`src/rtl/fetch_redirect_ctrl_pkg.sv`:
```
// Shared fetch-pipeline definitions: FSM state type and default PC parameters.
package fetch_redirect_ctrl_pkg;
  localparam logic [31:0] RESET_PC_DEFAULT = 32'h0000_0000;
  localparam int          PC_STEP          = 4;

  typedef enum logic [1:0] {
    BOOT    = 2'd0,
    FETCH   = 2'd1,
    HOLD    = 2'd2,
    DISCARD = 2'd3
  } fetch_state_t;
endpackage

```
`src/rtl/fetch_redirect_ctrl_if.sv`:
```
// Instruction-memory req/ack bus.
//   req   : fetch request, held until ack
//   addr  : fetch address, stable while req=1
//   ack   : rdata valid this cycle
//   rdata : fetched instruction word
// master = fetch unit, slave = instruction memory.
interface fetch_redirect_ctrl_if #(parameter int XLEN = 32);
  logic            req;
  logic [XLEN-1:0] addr;
  logic            ack;
  logic [XLEN-1:0] rdata;

  modport master (output req, addr, input  ack, rdata);
  modport slave  (input  req, addr, output ack, rdata);
endinterface

```
`src/rtl/fetch_redirect_ctrl_hold_buf.sv`:
```
// fetch_hold_buf: 1-entry valid/pc/instr register feeding IF/ID.
//   i_load        : capture i_pc/i_instr, set valid
//   i_clr         : drop entry (valid, pc, instr -> 0); wins over i_load
//   neither       : hold contents (decode stall)
//   o_valid/o_pc/o_instr : registered entry
module fetch_hold_buf #(
  parameter int XLEN = 32
) (
  input  logic            i_clk,
  input  logic            i_reset_n,
  input  logic            i_load,
  input  logic            i_clr,
  input  logic [XLEN-1:0] i_pc,
  input  logic [XLEN-1:0] i_instr,
  output logic            o_valid,
  output logic [XLEN-1:0] o_pc,
  output logic [XLEN-1:0] o_instr
);
  logic            r_valid;
  logic [XLEN-1:0] r_pc, r_instr;

  always_ff @(posedge i_clk or negedge i_reset_n) begin
    if (!i_reset_n) begin
      r_valid <= 1'b0;
      r_pc    <= '0;
      r_instr <= '0;
    end else if (i_clr) begin
      r_valid <= 1'b0;
      r_pc    <= '0;
      r_instr <= '0;
    end else if (i_load) begin
      r_valid <= 1'b1;
      r_pc    <= i_pc;
      r_instr <= i_instr;
    end
  end

  assign o_valid = r_valid;
  assign o_pc    = r_pc;
  assign o_instr = r_instr;
endmodule

```
`src/rtl/fetch_redirect_ctrl.sv`:
```
// fetch_redirect_ctrl: owns the architectural PC, runs the imem req/ack
// handshake, applies EX-stage redirects and holds fetched words under stall.
//   i_clk, i_reset_n        : clock, async active-low reset
//   i_br_success/i_br_target: redirect from EX (priority over stall/ack)
//   i_stall                 : IF/ID cannot accept
//   imem                    : instruction memory bus (master side)
//   o_if_valid/pc/instr     : word delivered to IF/ID
//   o_flush                 : combinational copy of i_br_success
//   o_misalign_err          : sticky, a redirect target had bits [1:0] != 0
//   o_taken_cnt             : accepted redirects, wrapping
module fetch_redirect_ctrl
  import fetch_redirect_ctrl_pkg::*;
#(
  parameter logic [31:0] RESET_PC = RESET_PC_DEFAULT,
  parameter int          XLEN     = 32,
  parameter int          PC_STEP  = fetch_redirect_ctrl_pkg::PC_STEP
) (
  input  logic                  i_clk,
  input  logic                  i_reset_n,
  input  logic                  i_br_success,
  input  logic [XLEN-1:0]       i_br_target,
  input  logic                  i_stall,
  fetch_redirect_ctrl_if.master imem,
  output logic                  o_if_valid,
  output logic [XLEN-1:0]       o_if_pc,
  output logic [XLEN-1:0]       o_if_instr,
  output logic                  o_flush,
  output logic                  o_misalign_err,
  output logic [XLEN-1:0]       o_taken_cnt
);
  fetch_state_t    r_state;
  logic [XLEN-1:0] r_pc;    // doubles as imem.addr; stays on the old address in DISCARD
  logic [XLEN-1:0] r_tgt;   // redirect target parked while the wrong-path ack is pending
  logic            r_req;
  logic            r_mis;
  logic [XLEN-1:0] r_cnt;

  logic [XLEN-1:0] w_tgt, w_pc_nxt;
  logic            w_br, w_ack, w_load, w_clr;

  assign w_br     = i_br_success;
  assign w_ack    = imem.ack;
  assign w_tgt    = {i_br_target[XLEN-1:2], 2'b00};
  assign w_pc_nxt = r_pc + XLEN'(PC_STEP);

  // Only a right-path ack in FETCH delivers a word; a redirect drops it.
  // Without a new word, the entry survives only while decode is stalled.
  assign w_load = (r_state == FETCH) && w_ack && !w_br;
  assign w_clr  = w_br || (!w_load && !i_stall);

  always_ff @(posedge i_clk or negedge i_reset_n) begin
    if (!i_reset_n) begin
      r_state <= BOOT;
      r_pc    <= XLEN'(RESET_PC);
      r_tgt   <= XLEN'(RESET_PC);
      r_req   <= 1'b0;
      r_mis   <= 1'b0;
      r_cnt   <= '0;
    end else begin
      if (w_br) begin
        r_cnt <= r_cnt + XLEN'(1);
        if (|i_br_target[1:0]) r_mis <= 1'b1;
      end
      case (r_state)
        BOOT: begin
          r_state <= FETCH;
          r_req   <= 1'b1;
          if (w_br) r_pc <= w_tgt;
        end
        FETCH: begin
          if (w_br) begin
            // Request still open: imem.addr must not move, so park the target.
            if (w_ack) r_pc <= w_tgt;
            else begin
              r_tgt   <= w_tgt;
              r_state <= DISCARD;
            end
          end else if (w_ack) begin
            r_pc <= w_pc_nxt;
            if (i_stall) begin
              r_state <= HOLD;
              r_req   <= 1'b0;
            end
          end
        end
        HOLD: begin
          if (w_br || !i_stall) begin
            r_state <= FETCH;
            r_req   <= 1'b1;
            if (w_br) r_pc <= w_tgt;
          end
        end
        DISCARD: begin
          if (w_ack) begin
            r_state <= FETCH;
            r_pc    <= w_br ? w_tgt : r_tgt;
          end else if (w_br) begin
            r_tgt <= w_tgt;   // last redirect wins
          end
        end
        default: r_state <= BOOT;
      endcase
    end
  end

  fetch_hold_buf #(.XLEN(XLEN)) u_hold_buf (
    .i_clk    (i_clk),
    .i_reset_n(i_reset_n),
    .i_load   (w_load),
    .i_clr    (w_clr),
    .i_pc     (r_pc),
    .i_instr  (imem.rdata),
    .o_valid  (o_if_valid),
    .o_pc     (o_if_pc),
    .o_instr  (o_if_instr)
  );

  assign imem.req       = r_req;
  assign imem.addr      = r_pc;
  assign o_flush        = w_br;
  assign o_misalign_err = r_mis;
  assign o_taken_cnt    = r_cnt;
endmodule

```
`src/flat_wrapper.sv`:
```
// flat-port wrapper written by rule: the top's interface ports become plain ports
module fetch_redirect_ctrl_flat import fetch_redirect_ctrl_pkg::*;
#(
  parameter logic [31:0] RESET_PC = RESET_PC_DEFAULT,
  parameter int          XLEN     = 32,
  parameter int          PC_STEP  = fetch_redirect_ctrl_pkg::PC_STEP
)
  (i_clk, i_reset_n, i_br_success, i_br_target, i_stall, o_if_valid, o_if_pc, o_if_instr, o_flush, o_misalign_err, o_taken_cnt, imem_req, imem_addr, imem_ack, imem_rdata);
  fetch_redirect_ctrl_if #(.XLEN(XLEN)) imem_i ();
  input  logic i_clk;
  input  logic i_reset_n;
  input  logic i_br_success;
  input  logic [XLEN-1:0] i_br_target;
  input  logic i_stall;
  output logic o_if_valid;
  output logic [XLEN-1:0] o_if_pc;
  output logic [XLEN-1:0] o_if_instr;
  output logic o_flush;
  output logic o_misalign_err;
  output logic [XLEN-1:0] o_taken_cnt;
  output wire logic [$bits(imem_i.req)-1:0] imem_req;
  output wire logic [$bits(imem_i.addr)-1:0] imem_addr;
  input wire logic [$bits(imem_i.ack)-1:0] imem_ack;
  input wire logic [$bits(imem_i.rdata)-1:0] imem_rdata;
  assign imem_req = imem_i.req;
  assign imem_addr = imem_i.addr;
  assign imem_i.ack = imem_ack;
  assign imem_i.rdata = imem_rdata;
  fetch_redirect_ctrl #(.RESET_PC(RESET_PC), .XLEN(XLEN), .PC_STEP(PC_STEP)) u_core (.i_clk(i_clk), .i_reset_n(i_reset_n), .i_br_success(i_br_success), .i_br_target(i_br_target), .i_stall(i_stall), .imem(imem_i), .o_if_valid(o_if_valid), .o_if_pc(o_if_pc), .o_if_instr(o_if_instr), .o_flush(o_flush), .o_misalign_err(o_misalign_err), .o_taken_cnt(o_taken_cnt));
endmodule
```
`config.mk`:
```
export PLATFORM = sky130hd
export DESIGN_NAME = fetch_redirect_ctrl_flat
export DESIGN_NICKNAME = d
export VERILOG_FILES = /design/src/rtl/fetch_redirect_ctrl_pkg.sv /design/src/rtl/fetch_redirect_ctrl_if.sv /design/src/rtl/fetch_redirect_ctrl_hold_buf.sv /design/src/rtl/fetch_redirect_ctrl.sv /design/src/flat_wrapper.sv
export SDC_FILE = /design/constraint.sdc
export NUM_CORES = 1
export LEC_CHECK = 0
export ABC_AREA = 1
export CORE_ASPECT_RATIO = 2
export CORE_UTILIZATION = 46
export DETAILED_ROUTE_END_ITERATION = 8
export PLACE_DENSITY = 0.77
export SKIP_CTS_REPAIR_TIMING = 1
export SLEW_MARGIN = 20
export SYNTH_ARGS = -nofsm -noshare
export SYNTH_HDL_FRONTEND = slang
export SYNTH_HIERARCHICAL = 1
export SYNTH_SLANG_ARGS = --single-unit
```
`constraint.sdc`:
```
create_clock -name i_clk -period 1.8 [get_ports i_clk]
set_input_delay 0.36 -clock i_clk [delete_from_list [all_inputs] [get_ports i_clk]]
set_output_delay 0.36 -clock i_clk [all_outputs]
set_load 0.05 [all_outputs]
```
==> flow_summary.json, run 1 <==
{
  "die_area_um2": 19600,
  "coreArea_um2": 18700,
  "grt.overflow.total": 0,
  "timing.fmax_mhz": 587,
  "grt_pass1_wl_um": 43900,
  "p_per_area_nw_per_um2": 1420,
  "vias": 8817,
  "clkSlewWorstSetupHoldPaths_ns": 0.07,
  "layout_commonest_cell": "nand2_1",
  "grt_max_degree": 52,
  "slew_headroom_pct": 68.2,
  "cts_root_buffer": "clkbuf_16",
  "outcome": "finished clean",
  "synth_top_area_share_pct": 47.2,
  "nNetsFinal": 1508,
  "insertedDiodeCount": 0,
  "synth-seq-area-share_pct": 47.2,
  "synthCells": 1162,
  "cts_sinks": 165,
  "clock_latency_ns": 0.43,
  "critPathMaxFanout": 4,
  "initial_core_util_pct": 46.7,
  "synth_flop_cell": "dfrtp_1",
  "drive_gt1_share_pct": 21.2,
  "grtUsageTotal_pct": 28.8,
  "timing.final.crit_share_pct": 94.6,
  "critPathLaunchType": "flip-flop",
  "cts_tree": "built",
  "cap_violations": 0,
  "fin_skew_ns": 0.0122,
  "hp-class": "primary input to async pin",
  "drt_iter0_drc": 457,
  "worstPathRequired_ns": 2.15,
  "yosysTopAreaCell": "dfrtp_1",
  "antenna_found_initial": 0,
  "final_util_pct": 65.1,
  "critPathKind": "flip-flop to flip-flop",
  "route.detailed.drc": 0,
  "synthToLayoutAreaGrowth_pct": 39.3,
  "io_buffer_count": 200,
  "dp_hpwl_um": 20900,
  "final-setup-viol-count": 0,
  "gp_congestion": 0.965,
  "finalHoldViolations": 0,
  "ys_seq_elements": 165,
  "slew_viol_final": 0,
  "wl_per_cell_um": 16.2,
  "grt_setup_unrepaired": "no",
  "tns_ns": 0,
  "ant_nets": 0,
  "numCtsBuffers": 17,
  "num_io_pins": 201,
  "ys_types": 43,
  "power_leakage_nw": 6.22,
  "ir_drop_uv": 897,
  "cts_buffer_depth": 2,
  "fp-row-count": 71,
  "chipWidth_um": 99.6,
  "synthesis.nets": 1233,
  "synthTopCellsByArea": "dfrtp_1, nand2_1, nand3_1",
  "end_kind": "flip-flop",
  "netlist_area_um2": 8760,
  "vias_per_cell": 5.17,
  "grt_pass1_vias": 8844,
  "drt_first_pass_iters": 5,
  "yosys_warnings": 6,
  "htreeDepth": 4,
  "worst_slew_pin_slew_ns": 0.473,
  "syn_area_per_cell_um2": 7.54,
  "crit_arrival_ns": 2.05,
  "period_needed_ns": 1.70,
  "synth_async_sr_flop_share_pct": 100,
  "synth_edf_count": 0,
  "die_y_um": 197,
  "mostFrequentLayoutCells": "nand2_1, buf_4, dfrtp_1",
  "wirelength_um": 27600
}
==> sequential cells by signal, indices dropped and copies added, names as in the netlist <==
name                       count
u_core/imem.addr              32
u_core/imem.req                1
u_core/o_misalign_err          1
u_core/o_taken_cnt            32
u_core/r_state                 2
u_core/r_tgt                  32
u_core/u_hold_buf/o_instr     32
u_core/u_hold_buf/o_pc        32
u_core/u_hold_buf/o_valid      1
==> synthesized netlist by cell type (3+ instances only) <==
master / count
nand2_2: 4
buf_2: 24
a211oi_1: 10
o21ai_0: 46
nor2_2: 7
inv_2: 5
nand4_1: 9
clkbuf_1: 8
a21boi_0: 4
nand2_1: 414
nand3b_1: 3
nor3_1: 15
a22oi_1: 10
nand3_1: 110
o211ai_1: 3
xor2_1: 23
xnor2_1: 6
a21boi_1: 5
inv_1: 92
nor2_4: 4
nor2_1: 79
buf_6: 6
dfrtp_1: 165
buf_4: 11
a21oi_1: 72
==> layout make-up <==
class | count | area (um^2)
Fill cell | 1681 | 6540
Sequential cell | 165 | 4140
Multi-Input combinational cell | 849 | 3990
Timing Repair Buffer | 306 | 2790
Clock buffer | 22 | 474
Inverter | 98 | 370
Tap cell | 255 | 319
Clock inverter | 10 | 124
==> logic make-up (layout without fill, tap and decap cells) <==
logic type | count (synthesis) | after routing | synth area share, %
simple gates | 654 | 654 | 31.3
compound gates | 164 | 164 | 10.7
xor+xnor | 29 | 29 | 2.90
buf+inv | 148 | 436 | 7.72
flops | 165 | 165 | 47.2
fa+ha+maj | 2 | 2 | 0.286
==> power by group <==
part           internal, mW  switching, mW
combinational          3.04           5.15
sequential             4.59          0.855
clock                  2.16           1.56
==> worst paths after layout <==
check | cells past startpoint | startpoint | slack (ns) | to
hold / removal | 2 | i_reset_n | 0.39 | u_core/imem.addr[30]
hold reg to reg | 2 | u_core/u_hold_buf/o_instr[11] | 0.47 | u_core/u_hold_buf/o_instr[11]
max in group asynchronous | 3 | i_reset_n | 0.76 | u_core/imem.addr[2]
setup reg to reg | 8 | u_core/o_taken_cnt[0] | 0.1 | u_core/o_taken_cnt[28]
min in group i_clk | 4 | i_br_success | 0.44 | u_core/o_taken_cnt[1]
setup / recovery | 8 | u_core/o_taken_cnt[0] | 0.1 | u_core/o_taken_cnt[28]
==> layer usage <==
layer / global-route usage (%) / vias up / routed length (um)
met5: 0 / - / 0
met1: 30.2 / 4156 / 10100
li1: - / 4302 / -
met3: 4.32 / 74 / 1170
met2: 53.1 / 285 / 14900
met4: 17.4 / 0 / 1470
==> worst max-delay path: stages (launching register included) <==
cell	delay, ns
dfrtp_2	0.39
ha_1	0.23
nand3_1	0.13
nor2_1	0.18
nand3_2	0.14
nor2_4	0.16
nand2_1	0.12
nor2_2	0.13
xor2_1	0.14
==> per-stage QoR <==
stage / power (mW) / cells / area (um^2) / hold slack, ns / setup WS, ns
floorplan: 10.2 / 1162 / 8760 / 0.0644 / 0.0257
global placement: 13.5 / 1672 / 11600 / 0.272 / -0.364
detailed placement: 13.6 / 1672 / 11600 / 0.273 / -0.379
CTS: 17.4 / 1704 / 12200 / -0.186 / 0.00668
global route: 18.3 / 1705 / 12200 / 0.413 / 0.000313
finish: 17.3 / 1705 / 12200 / 0.393 / 0.0973
Note: power is estimated with default switching activity, not from simulation.
==> inputs of run 2 (changes only) <==
--- a/config.mk
+++ b/config.mk
@@ -5,11 +5,10 @@
 export SDC_FILE = /design/constraint.sdc
 export NUM_CORES = 1
 export LEC_CHECK = 0
-export ABC_AREA = 1
 export CORE_ASPECT_RATIO = 2
-export CORE_UTILIZATION = 46
+export CORE_UTILIZATION = 44
 export DETAILED_ROUTE_END_ITERATION = 8
-export PLACE_DENSITY = 0.77
+export PLACE_DENSITY = 0.76
 export SKIP_CTS_REPAIR_TIMING = 1
 export SLEW_MARGIN = 20
 export SYNTH_ARGS = -nofsm -noshare
==> run 2 against run 1 <==
  * The run now ends with setup timing left
  * Final cell count is 29% lower
  * First-iteration DRC count is 37% lower
  * Global-route usage is 2.6 points lower
  * Non-clock buffer count is 4 higher
  * Area after synthesis is 12% lower
  * Largest cell class unchanged
  * Sequential cell count stayed put
  * Sequential share of layout area is 2.9 points higher
  * Maximum frequency is 8.0% lower
  * Synthesized cell count is 40% lower
==> flow_summary.json, run 2 <==
{
  "synthToLayoutAreaGrowth_pct": 47.3,
  "grt_pass1_vias": 6904,
  "power_leakage_nw": 5.15,
  "violations": "setup timing",
  "syn_area_per_cell_um2": 11.0,
  "route.detailed.drc": 0,
  "synth_async_sr_flop_share_pct": 100,
  "dp_hpwl_um": 17200,
  "slowest_delay_ns": 0.48,
  "drive_gt1_share_pct": 37.0,
  "critPathKind": "flip-flop to flip-flop",
  "chipWidth_um": 95.5,
  "cp.buffers_inverters": 1,
  "drt_iter0_drc": 288,
  "period_needed_ns": 1.85,
  "ir_drop_uv": 676,
  "cap_violations": 0,
  "synthesis.nets": 773,
  "wl_per_cell_um": 19.0,
  "yosys_warnings": 6,
  "outcome": "complete, but fails checks",
  "grt_pass1_wl_um": 35600,
  "vias_per_cell": 5.48,
  "hp-class": "primary input to async pin",
  "worst_slew_pin_slew_ns": 0.490,
  "ys_types": 62,
  "netlist_area_um2": 7690,
  "htreeDepth": 4,
  "clock_latency_ns": 0.43,
  "initial_core_util_pct": 44.7,
  "final-setup-viol-count": 7,
  "worstPathRequired_ns": 2.14,
  "finalHoldViolations": 0,
  "yosysTopAreaCell": "dfrtp_1",
  "synthTopCellsByArea": "dfrtp_1, mux2i_1, nor2_1",
  "timing.final.crit_share_pct": 103,
  "fin_skew_ns": 0.0144,
  "coreArea_um2": 17200,
  "num_io_pins": 201,
  "ys_seq_elements": 165,
  "grtUsageTotal_pct": 26.2,
  "vias": 6671,
  "setup_ws_ns": -0.0509,
  "fillers": 1358,
  "wirelength_um": 23100,
  "synth.most_common_cell": "dfrtp_1",
  "cts_tree": "built",
  "cts_sinks": 165,
  "ant_nets": 0,
  "grt_setup_unrepaired": "yes",
  "layout_commonest_cell": "buf_4",
  "fp-row-count": 68,
  "synth_top_area_share_pct": 53.7,
  "cts_root_buffer": "clkbuf_16",
  "tns_ns": -0.253,
  "reg2reg_slack_ns": -0.05,
  "nNetsFinal": 1065,
  "numCtsBuffers": 17,
  "synth-seq-area-share_pct": 53.7,
  "drt_first_pass_iters": 7,
  "synth_flop_cell": "dfrtp_1",
  "critPathMaxFanout": 5,
  "timing.fmax_mhz": 540,
  "slew_viol_final": 0,
  "crit_arrival_ns": 2.19,
  "crit_family": "simple AND/OR/NAND/NOR gates",
  "die_area_um2": 18000,
  "p_per_area_nw_per_um2": 1090,
  "gp_congestion": 0.849,
  "slew_headroom_pct": 67.2,
  "end_kind": "flip-flop",
  "io_buffer_count": 200,
  "critPathLaunchType": "flip-flop",
  "crit_chain": "ha_1 -> and2_4 -> or4b_4 -> nor4_4 -> buf_4 -> xor2_1",
  "clkSlewWorstSetupHoldPaths_ns": 0.06,
  "synth_edf_count": 0,
  "grt_max_degree": 46,
  "die_y_um": 189,
  "cts_buffer_depth": 2,
  "cp_slowest_cell": "or4b_4",
  "worstReg2RegStart": "u_core/o_taken_cnt[0]",
  "final_util_pct": 65.9,
  "worstRegToRegCells": 6,
  "mostFrequentLayoutCells": "buf_4, dfrtp_1, nor2_1",
  "antenna_found_initial": 1,
  "yosys-top-cells-count": "dfrtp_1, nor2_1, mux2i_1, nand2_1",
  "r2r-end": "u_core/o_taken_cnt[22]",
  "grt.overflow.total": 0,
  "synthCells": 702
}
[run 2: cells by family after synthesis]
| kind of cell | synth area share, % |
|---|---|
| simple gates | 15.2 |
| buf+inv | 3.35 |
| flops | 53.7 |
| mux | 13.1 |
| xor+xnor | 4.10 |
| fa+ha+maj | 0.325 |
| compound gates | 10.2 |
[run 2: report_power, final]
group / switching (mW) / internal (mW)
logic: 2.29 / 1.49
registers: 0.297 / 4.14
clock network: 1.49 / 2.64
total: 4.08 / 8.27
[run 2: layout make-up]
cell class | instances | area, um^2 | area share [%]
Antenna cell | 1 | 2.50 | 0.0221
Clock buffer | 20 | 447 | 3.94
Clock inverter | 12 | 226 | 2.00
Inverter | 11 | 46.3 | 0.409
Multi-Input combinational cell | 489 | 3430 | 30.3
Sequential cell | 165 | 4170 | 36.8
Tap cell | 210 | 263 | 2.32
Timing Repair Buffer | 310 | 2740 | 24.2
[run 2: metrics by stage]
stage | setup slack, ns | area, um^2 | power (mW) | std cells | hold slack [ns]
after floorplan | -0.318 | 7810 | 6.58 | 702 | 0.0644
after global placement | -0.473 | 10500 | 8.17 | 1181 | 0.257
after detailed placement | -0.494 | 10500 | 8.24 | 1181 | 0.260
after CTS | -0.118 | 11200 | 12.4 | 1213 | -0.201
after global routing | -0.149 | 11300 | 12.8 | 1218 | 0.396
final | -0.0509 | 11300 | 12.4 | 1218 | 0.378
[run 2: worst max-delay path by stage]
stage,from,to,cells past startpoint
after CTS,u_core/o_taken_cnt[0],u_core/o_taken_cnt[22],6
after global placement,imem_ack,u_core/imem.addr[19],7
after floorplan,u_core/o_taken_cnt[0],u_core/o_taken_cnt[28],6
after detailed placement,imem_ack,u_core/imem.addr[19],7
final,u_core/o_taken_cnt[0],u_core/o_taken_cnt[22],6
after global routing,u_core/o_taken_cnt[0],u_core/o_taken_cnt[24],6
[run 2: routing by layer]
layer / global-route usage, % / part of all wire (%)
met5: 0 / 0
met4: 15.4 / 5.1
met3: 4.42 / 4.8
met2: 47.8 / 55
met1: 27.1 / 35
[run 2: worst reg2reg max path, stage by stage, from the launching register on]
cell and delay (ns):
dfrtp_2 0.36, ha_1 0.16, and2_4 0.14, or4b_4 0.48
nor4_4 0.28, buf_4 0.18, xor2_1 0.16
